==> config.mk <==
export PLATFORM = sky130hd
export DESIGN_NAME = sll_multicycle
export DESIGN_NICKNAME = d
export VERILOG_FILES = /design/src/rtl/sll_multicycle_pkg.sv /design/src/rtl/sll_stage.sv /design/src/rtl/sll_multicycle.sv
export SDC_FILE = /design/constraint.sdc
export NUM_CORES = 1
export LEC_CHECK = 0
export CORE_MARGIN = 5
export CORE_UTILIZATION = 61
export CTS_CLUSTER_DIAMETER = 60
export DETAILED_ROUTE_END_ITERATION = 8
export PLACE_DENSITY = 0.87
export SYNTH_ARGS = -nofsm -noshare
export SYNTH_HDL_FRONTEND = slang
export SYNTH_HIERARCHICAL = 1
export SYNTH_SLANG_ARGS = --single-unit
==> constraint.sdc <==
create_clock -name clock -period 3.3 [get_ports clock]
set_input_delay 0.66 -clock clock [delete_from_list [all_inputs] [get_ports clock]]
set_output_delay 0.66 -clock clock [all_outputs]
set_load 0.1 [all_outputs]
==> src/rtl/sll_multicycle_pkg.sv <==
// Shared ALU shift-path package.
// Holds the operand/shift-amount sizing used by the iterative left shifter and the
// state encoding of its controller (two-bit IDLE/SHIFT/DONE).
package sll_multicycle_pkg;

    localparam int WIDTH   = 32;
    localparam int SHAMT_W = 5;

    typedef enum logic [1:0] {
        IDLE  = 2'd0,
        SHIFT = 2'd1,
        DONE  = 2'd2
    } state_t;

endpackage

==> src/rtl/sll_stage.sv <==
// Fixed-distance logical left shift, purely combinational.
// One instance exists per power-of-two distance; the controller picks which one to apply.
// Ports:
//   in   operand to shift
//   out  in << DIST, zeros filled into the LSBs, MSBs discarded
module sll_stage
    import sll_multicycle_pkg::*;
#(
    parameter int WIDTH_P = WIDTH,
    parameter int DIST    = 1
) (
    input  logic [WIDTH_P-1:0] in,
    output logic [WIDTH_P-1:0] out
);

    assign out = in << DIST;

endmodule

==> src/rtl/sll_multicycle.sv <==
// Iterative logical-left shifter for the ALU shift path.
// A start pulse captures the operand and shift amount; the 16/8/4/2/1 stages are then
// applied one per cycle, MSB first, and the result is presented with a one-cycle ready
// pulse. Latency is fixed at SHAMT_W cycles whatever the shift amount is.
// Ports:
//   clock           rising-edge clock
//   reset_n         asynchronous, active-low reset
//   ctrl_shift      start pulse, honoured only in IDLE or DONE
//   data_operandA   operand captured on an accepted start
//   ctrl_shamt      shift amount captured on an accepted start
//   data_result     last completed result, updated only on completion
//   data_resultRDY  high for the single cycle the controller sits in DONE
//   busy            high while the shift is in progress
module sll_multicycle
    import sll_multicycle_pkg::*;
#(
    parameter int WIDTH_P   = WIDTH,
    parameter int SHAMT_W_P = SHAMT_W
) (
    input  logic                 clock,
    input  logic                 reset_n,
    input  logic                 ctrl_shift,
    input  logic [WIDTH_P-1:0]   data_operandA,
    input  logic [SHAMT_W_P-1:0] ctrl_shamt,
    output logic [WIDTH_P-1:0]   data_result,
    output logic                 data_resultRDY,
    output logic                 busy
);

    localparam int STAGE_W = (SHAMT_W_P > 1) ? $clog2(SHAMT_W_P) : 1;
    localparam logic [STAGE_W-1:0] LAST_STAGE = STAGE_W'(SHAMT_W_P - 1);

    state_t                 state;
    logic [STAGE_W-1:0]     stage;
    logic [WIDTH_P-1:0]     acc;
    logic [SHAMT_W_P-1:0]   shamt_q;
    logic [WIDTH_P-1:0]     stageOut [SHAMT_W_P];
    logic [WIDTH_P-1:0]     stageSel;

    // Stage i shifts by 2**i; all of them look at the accumulator every cycle.
    for (genvar i = 0; i < SHAMT_W_P; i++) begin : g_stage
        sll_stage #(
            .WIDTH_P (WIDTH_P),
            .DIST    (1 << i)
        ) u_stage (
            .in  (acc),
            .out (stageOut[i])
        );
    end

    // Only the stage matching the current counter position is applied, and only when the
    // corresponding shift-amount bit is set; otherwise the accumulator passes through.
    always_comb begin
        stageSel = acc;
        if (shamt_q[stage]) begin
            stageSel = stageOut[stage];
        end
    end

    // Controller: a start is taken in IDLE or DONE, so back-to-back ops still get their
    // ready pulse. busy and data_resultRDY are registered alongside the state so they
    // always reflect SHIFT and DONE respectively.
    always_ff @(posedge clock or negedge reset_n) begin
        if (!reset_n) begin
            state          <= IDLE;
            stage          <= LAST_STAGE;
            acc            <= '0;
            shamt_q        <= '0;
            data_result    <= '0;
            data_resultRDY <= 1'b0;
            busy           <= 1'b0;
        end else begin
            case (state)
                IDLE: begin
                    if (ctrl_shift) begin
                        acc     <= data_operandA;
                        shamt_q <= ctrl_shamt;
                        stage   <= LAST_STAGE;
                        state   <= SHIFT;
                        busy    <= 1'b1;
                    end
                end
                SHIFT: begin
                    acc <= stageSel;
                    if (stage == '0) begin
                        // Final stage: publish including this cycle's shift.
                        data_result    <= stageSel;
                        state          <= DONE;
                        busy           <= 1'b0;
                        data_resultRDY <= 1'b1;
                    end else begin
                        stage <= stage - 1'b1;
                    end
                end
                DONE: begin
                    data_resultRDY <= 1'b0;
                    if (ctrl_shift) begin
                        acc     <= data_operandA;
                        shamt_q <= ctrl_shamt;
                        stage   <= LAST_STAGE;
                        state   <= SHIFT;
                        busy    <= 1'b1;
                    end else begin
                        state <= IDLE;
                    end
                end
                default: begin
                    state          <= IDLE;
                    busy           <= 1'b0;
                    data_resultRDY <= 1'b0;
                end
            endcase
        end
    end

endmodule

Word level (Yosys, flattened, before mapping)

Index checks and enable logic that the tools add are counted.

Memory bits (writable): 0
Register bits after elaboration: 76
Input port bits: 40
Bits in read-only memories: 0
Word-level logic and storage cells: 49
Memories: 0
Bits in latches: 0
Output and inout port bits: 34

Shift-type cells: 0
Div/mod/pow operators: 0
$lt $le $gt $ge: 2
Bitwise operators: 2
$add $sub $neg: 1
Multiplexer cells: 20
Equality and inequality tests: 6
Reduce and logical (&&, ||, !) cells: 11
Multipliers: 0

Operators with widths:

| operator              | number |
|---|---|
| $mux W32              | 4 |
| $bmux W32 S3          | 1 |
| $pmux W32 S2          | 1 |
| $reduce_and A2 Y1     | 6 |
| $mux W3               | 2 |
| $ne A2 B2 Y1 const B  | 3 |
| $pmux W2 S3           | 1 |
| $pmux W3 S2           | 1 |
| $mux W1               | 5 |
| $ge A4 B4 Y1 const B  | 1 |
| $lt A3 B4 Y1 const B  | 1 |
| $mux W2               | 2 |
| $not A3 Y4            | 1 |
| $pmux W1 S2           | 2 |
| $bmux W1 S3           | 1 |
| $logic_not A3 Y1      | 1 |
| $reduce_and A3 Y1     | 1 |
| $sub A3 B1 Y3 const B | 1 |
| $eq A2 B1 Y1 const B  | 1 |
| $eq A2 B2 Y1 const B  | 1 |
| $logic_not A2 Y1      | 1 |
| $ne A2 B1 Y1 const B  | 1 |
| $reduce_bool A2 Y1    | 1 |
| $reduce_or A2 Y1      | 1 |
| $not A1 Y1            | 1 |

Longest topological paths before layout

Word-level depth: 6
Mapped depth: 11
Depth with buffers taken out: 6

By module

The synthesis kept the hierarchy.

Modules (own cells, without submodules):

| module         | cells an instance | area an instance (um^2) | seq. area each (um^2) | instances |
|---|---|---|---|---|
| sll_multicycle | 467               | 4,464.3                 | 1,903.1               | 1 |
| sll_stage      | 33                | 244.0                   | 0.0                   | 5 |

Least setup slack after synthesis

Ideal clock, no wire load.

Path type: reg-to-reg
Start: register stage[1]
End: register data_result[13]
Setup slack: 1.105 ns
Cell stages (with the launch flop): 12
Data required time: 3.166 ns
Buffers on the path: 5
Arrival: 2.062 ns
Clock period less this slack: 2.195 ns
Library setup time: 0.134 ns
Path through: dfrtp_1 -> buf_2 -> buf_4 -> clkbuf_1 -> inv_1 -> ha_1 -> nand4bb_1 -> clkbuf_1 -> a21oi_1 -> buf_2 -> a32oi_1 -> o21ai_0

Cells in the longest elaborated chain, start to end: 5
Elaborated cells on any way between the ends: 9
Those cells by class: 6 x mux; 1 x bitwise; 2 x reduce/logical

RTL lines:

| what                                        | RTL line             | source |
|---|---|---|
| start, declared                             | sll_multicycle.sv:34 | `logic [STAGE_W-1:0] stage;` |
| start signal, assigned                      | sll_multicycle.sv:92 | `stage <= stage - 1'b1;` |
| $not A3 Y4 (implied by the code)            | sll_multicycle.sv:56 | `stageSel = stageOut[stage];` |
| $bmux W32 S3                                | sll_multicycle.sv:56 |  |
| $mux W32 (implied by the code) (2 in a row) | sll_multicycle.sv:56 |  |
| $mux W32                                    | sll_multicycle.sv:55 | `if (shamt_q[stage]) begin` |
| end signal, assigned                        | sll_multicycle.sv:87 | `data_result <= stageSel;` |
| end, declared                               | sll_multicycle.sv:25 | `output logic [WIDTH_P-1:0] data_result,` |

Several ways; a longest one is shown, not always the timed one. The select of a mux whose other input is x is not followed.
A chain may end at the register's enable or synchronous reset.

Worst setup path after layout

Start: register stage[0]
End: register data_result[16]

The elaborated chain is that of the path after synthesis.

==> implementation parameters <==
Parameter                              Value

Status
  Outcome ... completed

Place
  Final HPWL from detailed placement ... 8.633 mm
  Gpl congestion ... 0.8917
  Count of port buffers added during placement ... 73
  Setup Slack @ Placement ... 0.8985 ns

CTS
  Gates resized, CTS repair ... 0
  Number of buffers inserted during clock tree synthesis ... 9
  Clk buf depth ... 2
  Total number of clock tree sinks ... 76
  H-Tree Depth ... 3
  Later-pin clock latency in the skew report ... 0.36 ns
  Post-cts hold buffer count ... 0
  Clock Root Buffer ... clkbuf_8
  CTS tree ... done
  Clock-pin transition on the worst setup and hold timing paths ... 0.08 ns
  Setup Buffers After CTS ... 0

Routing
  Antenna-violating nets left ... 0
  Starting DRT DRC Count ... 405
  Via/cell ratio ... 6.248
  Wire length per cell ... 18.81 um
  Number of remaining DRC errors ... 0
  Final wirelength ... 12.53 mm
  Total number of vias ... 4161
  1st-pass router iterations ... 5

Die
  Chip height ... 106.5 um
  Floorplan row count ... 35
  Total I/O pin count ... 74
  Initial core utilization ... 62.11%
  Die W ... 106.5 um
  Total core area ... 9153 um^2
  Die Area ... 11350 um^2

Setup path
  Crit Path Category ... reg -> reg
  Required arrival time at the worst endpoint ... 3.58 ns
  Worst Setup Start Kind ... flop
  Arr. time, crit path ... 2.78 ns
  Worst Path Max Fanout ... 17
  Critical-path cell with the highest stage delay ... a21oi_2
  Ordered list of cells on the worst path ... inv_1 -> ha_1 -> nand4bb_1 -> a21oi_2 -> buf_4 -> a32oi_1 -> o21ai_0
  Critical Path End Type ... flop
  Largest incremental delay on the critical path ... 0.70 ns

STA
  Shortest period the worst path allows ... 2.505 ns
  Worst-Margin Slew ... 0.9568 ns
  Max-slew violation count ... 0
  Post-layout worst setup margin ... 0.7953 ns
  TNS Setup ... 0 ns
  Final count of hold timing violations ... 0
  Relative slew slack ... 36.21%
  Setup-violating endpoint count in the final report ... 0
  Max Fclk ... 0.3992 GHz
  Worst clock skew ... 0.008834 ns
  Post-route fraction of the period consumed by the critical path ... 75.90%
  Unrepaired setup endpoints after global routing ... false

Synthesis
  Cell type contributing the most total cell area after synthesis ... dfrtp_1
  Post-synthesis cell area ... 5684 um^2
  Number of synthesis warnings ... 6
  Unique masters post-synth ... 41
  Sequential element share of the synthesized area ... 33.48%
  Most frequent cell after synthesis ... buf_4
  Cells after synthesis ... 632
  Fraction of registers with async set/reset ... 100.0%
  Number of enable-type register cells in the synthesized netlist ... 0
  Syn avg cell area ... 8.994 um^2
  Top cells by count, synth ... buf_4 (167), dfrtp_1 (75), nand2_1 (50), inv_1 (36), mux2i_1 (34)
  Primary flip-flop cell chosen by synthesis mapping ... dfrtp_1
  Top cells by area in the synthesized netlist ... dfrtp_1 (33%), buf_4 (22%), mux2i_1 (6.0%)
  Proportion of netlist area held by the largest area contributor ... 33.02%
  Seq cells post-synth ... 76

Cells and area
  Antenna cells ... 0
  P&R area growth vs syn ... -3.390%
  Fraction of layout cells with a size suffix above 1 ... 14.05%
  Total number of nets in the final design ... 592
  Number of fillers in the final layout ... 775

GRT
  Largest net degree at the start of global routing ... 77
  Number of global-route vias before repair ... 4072
  Initial antenna violation count ... 0
  Global-route wire length before repair ... 20.44 mm
  Global Route Usage Sum ... 22.53%
  Overall overflow remaining after global route ... 0

Flow run
  Number of max-cap violations ... 0

Worst hold path
  Worst min path class ... in -> async
## flip-flops by register name, summed over array words and instances (netlist names)
name,flops
state,2
busy,1
data_resultRDY,1
shamt_q,5
data_result,32
acc,32
stage,3
## cells in the final DEF, fill, tap and decap left out, drive strengths merged, types with 2 or more instances in the layout
cell type | Yosys | layout
nand2b | 3 | 3
a21oi | 2 | 2
clkdlybuf4s50 | 0 | 38
a211oi | 29 | 29
dfrtp | 75 | 75
ha | 2 | 2
clkinvlp | 0 | 3
bufinv | 0 | 2
o21ai | 38 | 38
nor2b | 2 | 2
a22oi | 2 | 2
nand3 | 4 | 4
clkbuf | 11 | 10
a32oi | 33 | 33
mux2 | 3 | 3
nor3 | 3 | 3
buf | 195 | 49
mux2i | 34 | 34
a32o | 29 | 29
nand2 | 50 | 50
o221ai | 31 | 31
nor2 | 32 | 32
conb | 5 | 31
inv | 36 | 36
## worst max-delay path, delay by kind of cell (launching register included)
kind,cells,cell delay (ns)
adders and majority gates,1,0.23
AOI/OAI and AO/OA,3,0.91
DFF,1,0.56
buffers and inverters,2,0.55
and+or+nand+nor,1,0.16
## layout make-up
| type | instances | area (um^2) | share of cell area (%) |
|---|---|---|---|
| multi-input combinational | 340 | 2327 | 42.38 |
| timing repair buffer | 87 | 760.7 | 13.85 |
| tap | 111 | 138.9 | 2.529 |
| inverter | 36 | 135.1 | 2.461 |
| sequential | 76 | 1904 | 34.68 |
| clock buffer | 10 | 137.6 | 2.506 |
| clock inverter | 6 | 87.58 | 1.595 |
## worst paths after layout
check | cells past startpoint | start | end | slack [ns]
setup / recovery | 7 | stage[0] | data_result[16] | 0.80
hold / removal | 1 | reset_n | data_result[28] | 0.44
setup reg to reg | 7 | stage[0] | data_result[16] | 0.80
hold reg to reg | 2 | shamt_q[2] | shamt_q[2] | 0.49
max in group asynchronous | 1 | reset_n | stage[1] | 2.19
min in group clock | 2 | shamt_q[2] | shamt_q[2] | 0.49
## stage by stage
step	area (um^2)	util, %	instances	hold slack [ns]
CTS	5492	60.00	666	0.4708
global route	5492	60.00	666	0.5152
detailed placement	5266	57.54	650	0.4767
finish	5492	60.00	666	0.4401
floorplan	5782	-	658	0.3644
global placement	5266	57.54	650	0.4730
## cell families after synthesis
kind of cell | after synthesis | synth area share, %
other | 5 | 0.3302
muxes | 38 | 7.044
and+or+nand+nor | 100 | 7.440
DFF | 76 | 33.48
AOI/OAI and AO/OA | 169 | 23.69
buffers and inverters | 242 | 27.58
adders and majority gates | 2 | 0.4402
## routing by layer
layer | global-route usage (%) | vias up | part of all wire, %
met4 | 7.580 | 0 | 1.8
li1 | - | 1925 | -
met2 | 36.29 | 195 | 49
met3 | 5.039 | 20 | 7.7
met1 | 30.13 | 2021 | 42
met5 | 0 | - | 0
Power is not shown: default switching activity piles up to over one toggle a cycle in this logic, so the estimate is an artifact.
